File: src/rtl/fu_result_arbiter.sv
// fu_result_arbiter: per-FU result FIFOs drained round-robin onto a registered ROB/CDB broadcast
// Ports:
//   clk, rst           clock (rising edge), asynchronous active-low reset
//   flush              synchronous squash of queued and outgoing results
//   fu_valid/fu_ready  per-FU push handshake; fu_ready depends only on FIFO occupancy
//   fu_robid/flags/wbs/value  packed per-FU result fields, FU i at slice i
//   rob_*              registered ROB broadcast of the granted FIFO head
//   cdb_*              registered CDB broadcast, only for results that write a register
//   pending            some FIFO holds a result or a ROB broadcast is live
module fu_result_arbiter #(
  parameter int FU_COUNT = 8,
  parameter int DEPTH    = 2,
  parameter int ROBID_W  = 4,
  parameter int DATA_W   = 8
) (
  input  logic                        clk,
  input  logic                        rst,
  input  logic                        flush,
  input  logic [FU_COUNT-1:0]         fu_valid,
  output logic [FU_COUNT-1:0]         fu_ready,
  input  logic [FU_COUNT*ROBID_W-1:0] fu_robid,
  input  logic [FU_COUNT*8-1:0]       fu_flags,
  input  logic [FU_COUNT*8-1:0]       fu_wbs,
  input  logic [FU_COUNT*DATA_W-1:0]  fu_value,
  output logic                        rob_transmit,
  output logic [ROBID_W-1:0]          rob_id,
  output logic [7:0]                  rob_flags,
  output logic [7:0]                  rob_wbs,
  output logic [DATA_W-1:0]           rob_value,
  output logic                        cdb_transmit,
  output logic [3:0]                  cdb_id,
  output logic [DATA_W-1:0]           cdb_val,
  output logic                        pending
);
  localparam int AW = $clog2(DEPTH);
  localparam int CW = AW + 1;
  localparam int PW = (FU_COUNT > 1) ? $clog2(FU_COUNT) : 1;

  typedef struct packed {
    logic [ROBID_W-1:0] id;
    logic [7:0]         flags;
    logic [7:0]         wbs;
    logic [DATA_W-1:0]  value;
  } ent_t;

  ent_t          mem_q [FU_COUNT][DEPTH];
  ent_t          mem_d [FU_COUNT][DEPTH];
  logic [AW-1:0] wr_q  [FU_COUNT];
  logic [AW-1:0] wr_d  [FU_COUNT];
  logic [AW-1:0] rd_q  [FU_COUNT];
  logic [AW-1:0] rd_d  [FU_COUNT];
  logic [CW-1:0] cnt_q [FU_COUNT];
  logic [CW-1:0] cnt_d [FU_COUNT];
  logic [PW-1:0] ptr_q, ptr_d;

  logic [FU_COUNT-1:0] push, pop, nonempty;
  logic                gnt_vld, fire;
  logic [PW-1:0]       gnt;
  ent_t                head;

  logic               rob_transmit_q, rob_transmit_d;
  logic [ROBID_W-1:0] rob_id_q, rob_id_d;
  logic [7:0]         rob_flags_q, rob_flags_d;
  logic [7:0]         rob_wbs_q, rob_wbs_d;
  logic [DATA_W-1:0]  rob_value_q, rob_value_d;
  logic               cdb_transmit_q, cdb_transmit_d;
  logic [3:0]         cdb_id_q, cdb_id_d;
  logic [DATA_W-1:0]  cdb_val_q, cdb_val_d;

  // Ready is a pure function of stored occupancy, so a full FIFO stays
  // not-ready even in the cycle it is being popped.
  always_comb begin
    for (int i = 0; i < FU_COUNT; i++) begin
      fu_ready[i] = cnt_q[i] < CW'(DEPTH);
      nonempty[i] = cnt_q[i] != '0;
      push[i]     = fu_valid[i] & fu_ready[i] & ~flush;
    end
  end

  // Round-robin: walking the offsets downwards lets the smallest offset from
  // ptr (the highest-priority requester) be the last, winning, assignment.
  always_comb begin
    gnt_vld = 1'b0;
    gnt     = ptr_q;
    for (int k = FU_COUNT - 1; k >= 0; k--) begin
      if (nonempty[PW'((int'(ptr_q) + k) % FU_COUNT)]) begin
        gnt_vld = 1'b1;
        gnt     = PW'((int'(ptr_q) + k) % FU_COUNT);
      end
    end
    fire = gnt_vld & ~flush;
    head = mem_q[gnt][rd_q[gnt]];
    for (int i = 0; i < FU_COUNT; i++)
      pop[i] = fire & (gnt == PW'(i));
  end

  always_comb begin
    for (int i = 0; i < FU_COUNT; i++) begin
      wr_d[i]  = wr_q[i];
      rd_d[i]  = rd_q[i];
      cnt_d[i] = cnt_q[i];
      for (int j = 0; j < DEPTH; j++)
        mem_d[i][j] = mem_q[i][j];
      if (flush) begin
        wr_d[i]  = '0;
        rd_d[i]  = '0;
        cnt_d[i] = '0;
      end else begin
        if (push[i]) begin
          mem_d[i][wr_q[i]] = {fu_robid[i*ROBID_W +: ROBID_W], fu_flags[i*8 +: 8],
                               fu_wbs[i*8 +: 8], fu_value[i*DATA_W +: DATA_W]};
          wr_d[i] = wr_q[i] + 1'b1;
        end
        if (pop[i])
          rd_d[i] = rd_q[i] + 1'b1;
        cnt_d[i] = cnt_q[i] + CW'(push[i]) - CW'(pop[i]);
      end
    end
  end

  // Data fields only load on a grant; they are meaningless while transmit is low.
  always_comb begin
    ptr_d          = fire ? ((gnt == PW'(FU_COUNT - 1)) ? '0 : gnt + 1'b1) : ptr_q;
    rob_transmit_d = fire;
    cdb_transmit_d = fire & head.flags[1];
    rob_id_d       = fire ? head.id    : rob_id_q;
    rob_flags_d    = fire ? head.flags : rob_flags_q;
    rob_wbs_d      = fire ? head.wbs   : rob_wbs_q;
    rob_value_d    = fire ? head.value : rob_value_q;
    cdb_id_d       = fire ? head.wbs[3:0] : cdb_id_q;
    cdb_val_d      = fire ? head.value : cdb_val_q;
  end

  always_ff @(posedge clk or negedge rst) begin
    if (!rst) begin
      cnt_q          <= '{default: '0};
      wr_q           <= '{default: '0};
      rd_q           <= '{default: '0};
      ptr_q          <= '0;
      rob_transmit_q <= 1'b0;
      rob_id_q       <= '0;
      rob_flags_q    <= '0;
      rob_wbs_q      <= '0;
      rob_value_q    <= '0;
      cdb_transmit_q <= 1'b0;
      cdb_id_q       <= '0;
      cdb_val_q      <= '0;
    end else begin
      cnt_q          <= cnt_d;
      wr_q           <= wr_d;
      rd_q           <= rd_d;
      ptr_q          <= ptr_d;
      rob_transmit_q <= rob_transmit_d;
      rob_id_q       <= rob_id_d;
      rob_flags_q    <= rob_flags_d;
      rob_wbs_q      <= rob_wbs_d;
      rob_value_q    <= rob_value_d;
      cdb_transmit_q <= cdb_transmit_d;
      cdb_id_q       <= cdb_id_d;
      cdb_val_q      <= cdb_val_d;
    end
  end

  // Entry storage is qualified by counts/pointers, so it needs no reset.
  always_ff @(posedge clk) begin
    mem_q <= mem_d;
  end

  assign rob_transmit = rob_transmit_q;
  assign rob_id       = rob_id_q;
  assign rob_flags    = rob_flags_q;
  assign rob_wbs      = rob_wbs_q;
  assign rob_value    = rob_value_q;
  assign cdb_transmit = cdb_transmit_q;
  assign cdb_id       = cdb_id_q;
  assign cdb_val      = cdb_val_q;
  assign pending      = (|nonempty) | rob_transmit_q;
endmodule

File: config.mk
export PLATFORM = sky130hd
export DESIGN_NAME = fu_result_arbiter
export DESIGN_NICKNAME = d
export VERILOG_FILES = /design/src/rtl/fu_result_arbiter.sv
export SDC_FILE = /design/constraint.sdc
export NUM_CORES = 1
export LEC_CHECK = 0
export ABC_AREA = 1
export ABC_CLOCK_PERIOD_IN_PS = 8800
export CORE_UTILIZATION = 50
export DETAILED_ROUTE_END_ITERATION = 8
export PLACE_DENSITY = 0.78
export SETUP_SLACK_MARGIN = 0.3
export SYNTH_ARGS = -nofsm -noshare
export SYNTH_HDL_FRONTEND = slang
export SYNTH_SLANG_ARGS = --single-unit
File: constraint.sdc
create_clock -name clk -period 8.8 [get_ports clk]
set_input_delay 1.32 -clock clk [delete_from_list [all_inputs] [get_ports clk]]
set_output_delay 1.32 -clock clk [all_outputs]
set_load 0.02 [all_outputs]
==> results.md <==
- Io pins: ~290
- Final setup fails: 0
- Cell area after synthesis: 0.02316 mm²
- Gr usage total: between 30% and 40%
- Setup ws final: 3.139 ns
- Setup bufs post-CTS: 0
- Vias in the first global route: ~17000
- Net count, final: between 2000 and 3000
- Synth warn: 0
- Area Growth Syn to Fin: 20.32%
- CTS root buf: clkbuf_16
- Via density: ~5.6
- Most frequent cells in the layout: 1124 x nand2_1, 448 x edfxtp_1, 369 x nand3_1
- Slew HR: between 20% and 30%
- RSZ-0062 raised after global routing: no
- Die area: between 0.04 and 0.05 mm²
- Worst setup startpoint: ptr_q[0]
- Register area: between 0.015 and 0.02 mm²
- Hold path startpoint: rd_q[7]
- Largest net degree at the start of global routing: approximately 110
- Worst setup SP type: flop
- Max-cap viol count: 0
- CTS H-tree depth: 2
- Initial antenna violation count: 3
- Buffers on Ports: around 290
- Final slew viol count: 0
- Status: finished, final reports clean
- Fmax: 176.6 MHz
- Critical path arrival: 6.22 ns
- Seq/Total Area, Yosys: roughly two thirds
- Avg Inst Size Synth: approximately 9.8 µm²
- Hold WC Path Type: reg2reg
- Fin. Hold Viols: 0
- Most common cell after layout, fill and taps aside: nand2_1
- WL per Instance: about 23 µm
- CTS tree: yes
- Minimum clock period: 5.661 ns
- Final worst path period share: between 60% and 70%
- WP data required: 9.35 ns
- Fill cells: between 3000 and 4000
- Distinct cells, synth: 33
- Grt ovf: 0
- Die height: roughly 220 µm
- Num CTS Buffers: 53
- Yosys reg bits: between 500 and 600
- 1st-pass router iterations: 7
- Critical path peak fanout: roughly 110
- Layout cells sized above 1: between 5 and 6%
- Initial cell density of the core: between 50% and 60%
- Worst-skew pair later-pin latency: about 0.61 ns
- CTS clock-pin slew for the worst setup and hold paths: 0.07 ns
- Worst-Margin Slew: between 1 and 1.5 ns
- Area of the multi-input gates: 0.007092 mm²
- DR vias: approximately 18000
- WS Path Type: reg2reg
- Setup tns final: 0 ns
- Gp weighted congestion: ~1
- Nature of the critical path endpoint: flop
- Post-synthesis net count: approximately 2600
- Final ANT Viol Nets: 0
- CTS sink count: 513
- WL final: roughly 73 mm
- DRC: 0
- Core Region: ~0.046 mm²
- Number of DRC markers in iteration 0: roughly 2400
- Clock buffer depth: 3
- Post-Syn Instances: around 2400
- Die X: between 200 and 250 µm
- Clk_skew: 0.02942 ns
- Worst R2R Start: ptr_q[0]
- # rows: 78
- DP HPWL: a little over 50 mm
- First-pass GRT wire length: ~110 mm
- # hold bufs at CTS: 0
- Place WS: 3.368 ns
- Post_cts resized: 0
-- metal layers --
metal | vias up | part of all wire (%) | track usage [%]
met1 | 8590 | 36 | 38.17
met3 | 188 | 11 | 8.134
li1 | 8246 | - | -
met2 | 1123 | 47 | 50.07
met5 | - | 0 | 0
met4 | 0 | 5.8 | 16.71
-- critical path, stage by stage (launching register included) --
cell	delay, ns
dfrtp_1	0.67
inv_2	0.24
ha_1	0.46
inv_1	0.19
nand3_1	0.13
nand2_1	0.09
nand2_1	0.08
nand2_1	0.14
inv_2	0.05
nor2_1	0.11
nor2_2	0.06
nand2_4	0.12
nand2_4	0.07
nand2_4	0.34
nand2_4	0.64
inv_2	0.17
buf_4	0.90
nand2_1	0.14
nand2_1	0.12
nand2_1	0.12
nand2_1	0.11
nand2_1	0.15
nand2_1	0.12
nand2_1	0.05
nand2_1	0.09
nand2_1	0.05
nand2_1	0.07
-- logic make-up (layout without fill, tap and decap cells) --
family | Yosys count | count (layout) | share of synthesized area, %
flip-flops | 513 | 513 | 65.10
buffers and inverters | 218 | 473 | 4.602
AO/OA/AOI/OAI | 29 | 29 | 0.6860
adder cells (fa/ha/maj) | 20 | 20 | 1.080
AND/OR/NAND/NOR | 1562 | 1562 | 27.74
other | 0 | 3 | 0
XOR/XNOR | 19 | 19 | 0.7833
-- state kept, by name, indices dropped and copies added, names as in the netlist --
signal and flops:
rob_transmit 1, cdb_transmit 1, rob_flags 8, wr_q 8, rob_id 4, ptr_q 3
rob_wbs 8, rd_q 8, cnt_q 16, cdb_val 8, mem_q 448
-- cell usage after synthesis (all sizes together) --
cell type / instances / area (µm²)
o22ai: 8 / 50.05
clkinv: 1 / 3.750
dfrtp: 65 / 1627
xor2: 10 / 95.10
nand4: 1 / 6.260
nand3: 371 / 1874
nand2: 1137 / 4328
xnor2: 9 / 86.34
nor2: 49 / 188.9
clkbuf: 36 / 135.1
inv: 65 / 244.0
a21oi: 7 / 35.03
buf: 116 / 683.2
nand3b: 1 / 7.510
or2: 1 / 6.260
edfxtp: 448 / 13450
o21ai: 14 / 73.82
nor3: 2 / 15.01
ha: 20 / 250.2
-- final timing paths --
kind | to | slack [ns] | cells after the start
max | cdb_val[1] | 3.14 | 26
min | rd_q[7] | 0.48 | 1
max reg2reg | cdb_val[1] | 3.14 | 26
min reg2reg | rd_q[7] | 0.48 | 1
max in group asynchronous | rob_wbs[2] | 7.23 | 2
min in group asynchronous | cnt_q[3] | 0.91 | 2
-- layout make-up --
cell class,instances,area share [%]
multi-input cells,1630,25.45
clock inverters,29,0.7902
inverters,66,0.8890
flip-flops and latches,513,54.11
well taps,600,2.694
diodes,3,0.02694
clock buffers,68,5.150
repair buffers,310,10.89
-- through the flow --
step | hold slack (ns) | std cells | utilization (%) | instance area, µm²
after floorplan | 0.4349 | 2361 | - | 23160
after global placement | 0.4587 | 3119 | 57.50 | 26210
after detailed placement | 0.4626 | 3119 | 57.50 | 26210
after CTS | 0.4774 | 3216 | 61.13 | 27860
after global routing | 0.4958 | 3216 | 61.13 | 27860
final | 0.4793 | 3219 | 61.15 | 27870
Power is not shown: default switching activity piles up to over one toggle a cycle in this logic, so the estimate is an artifact.
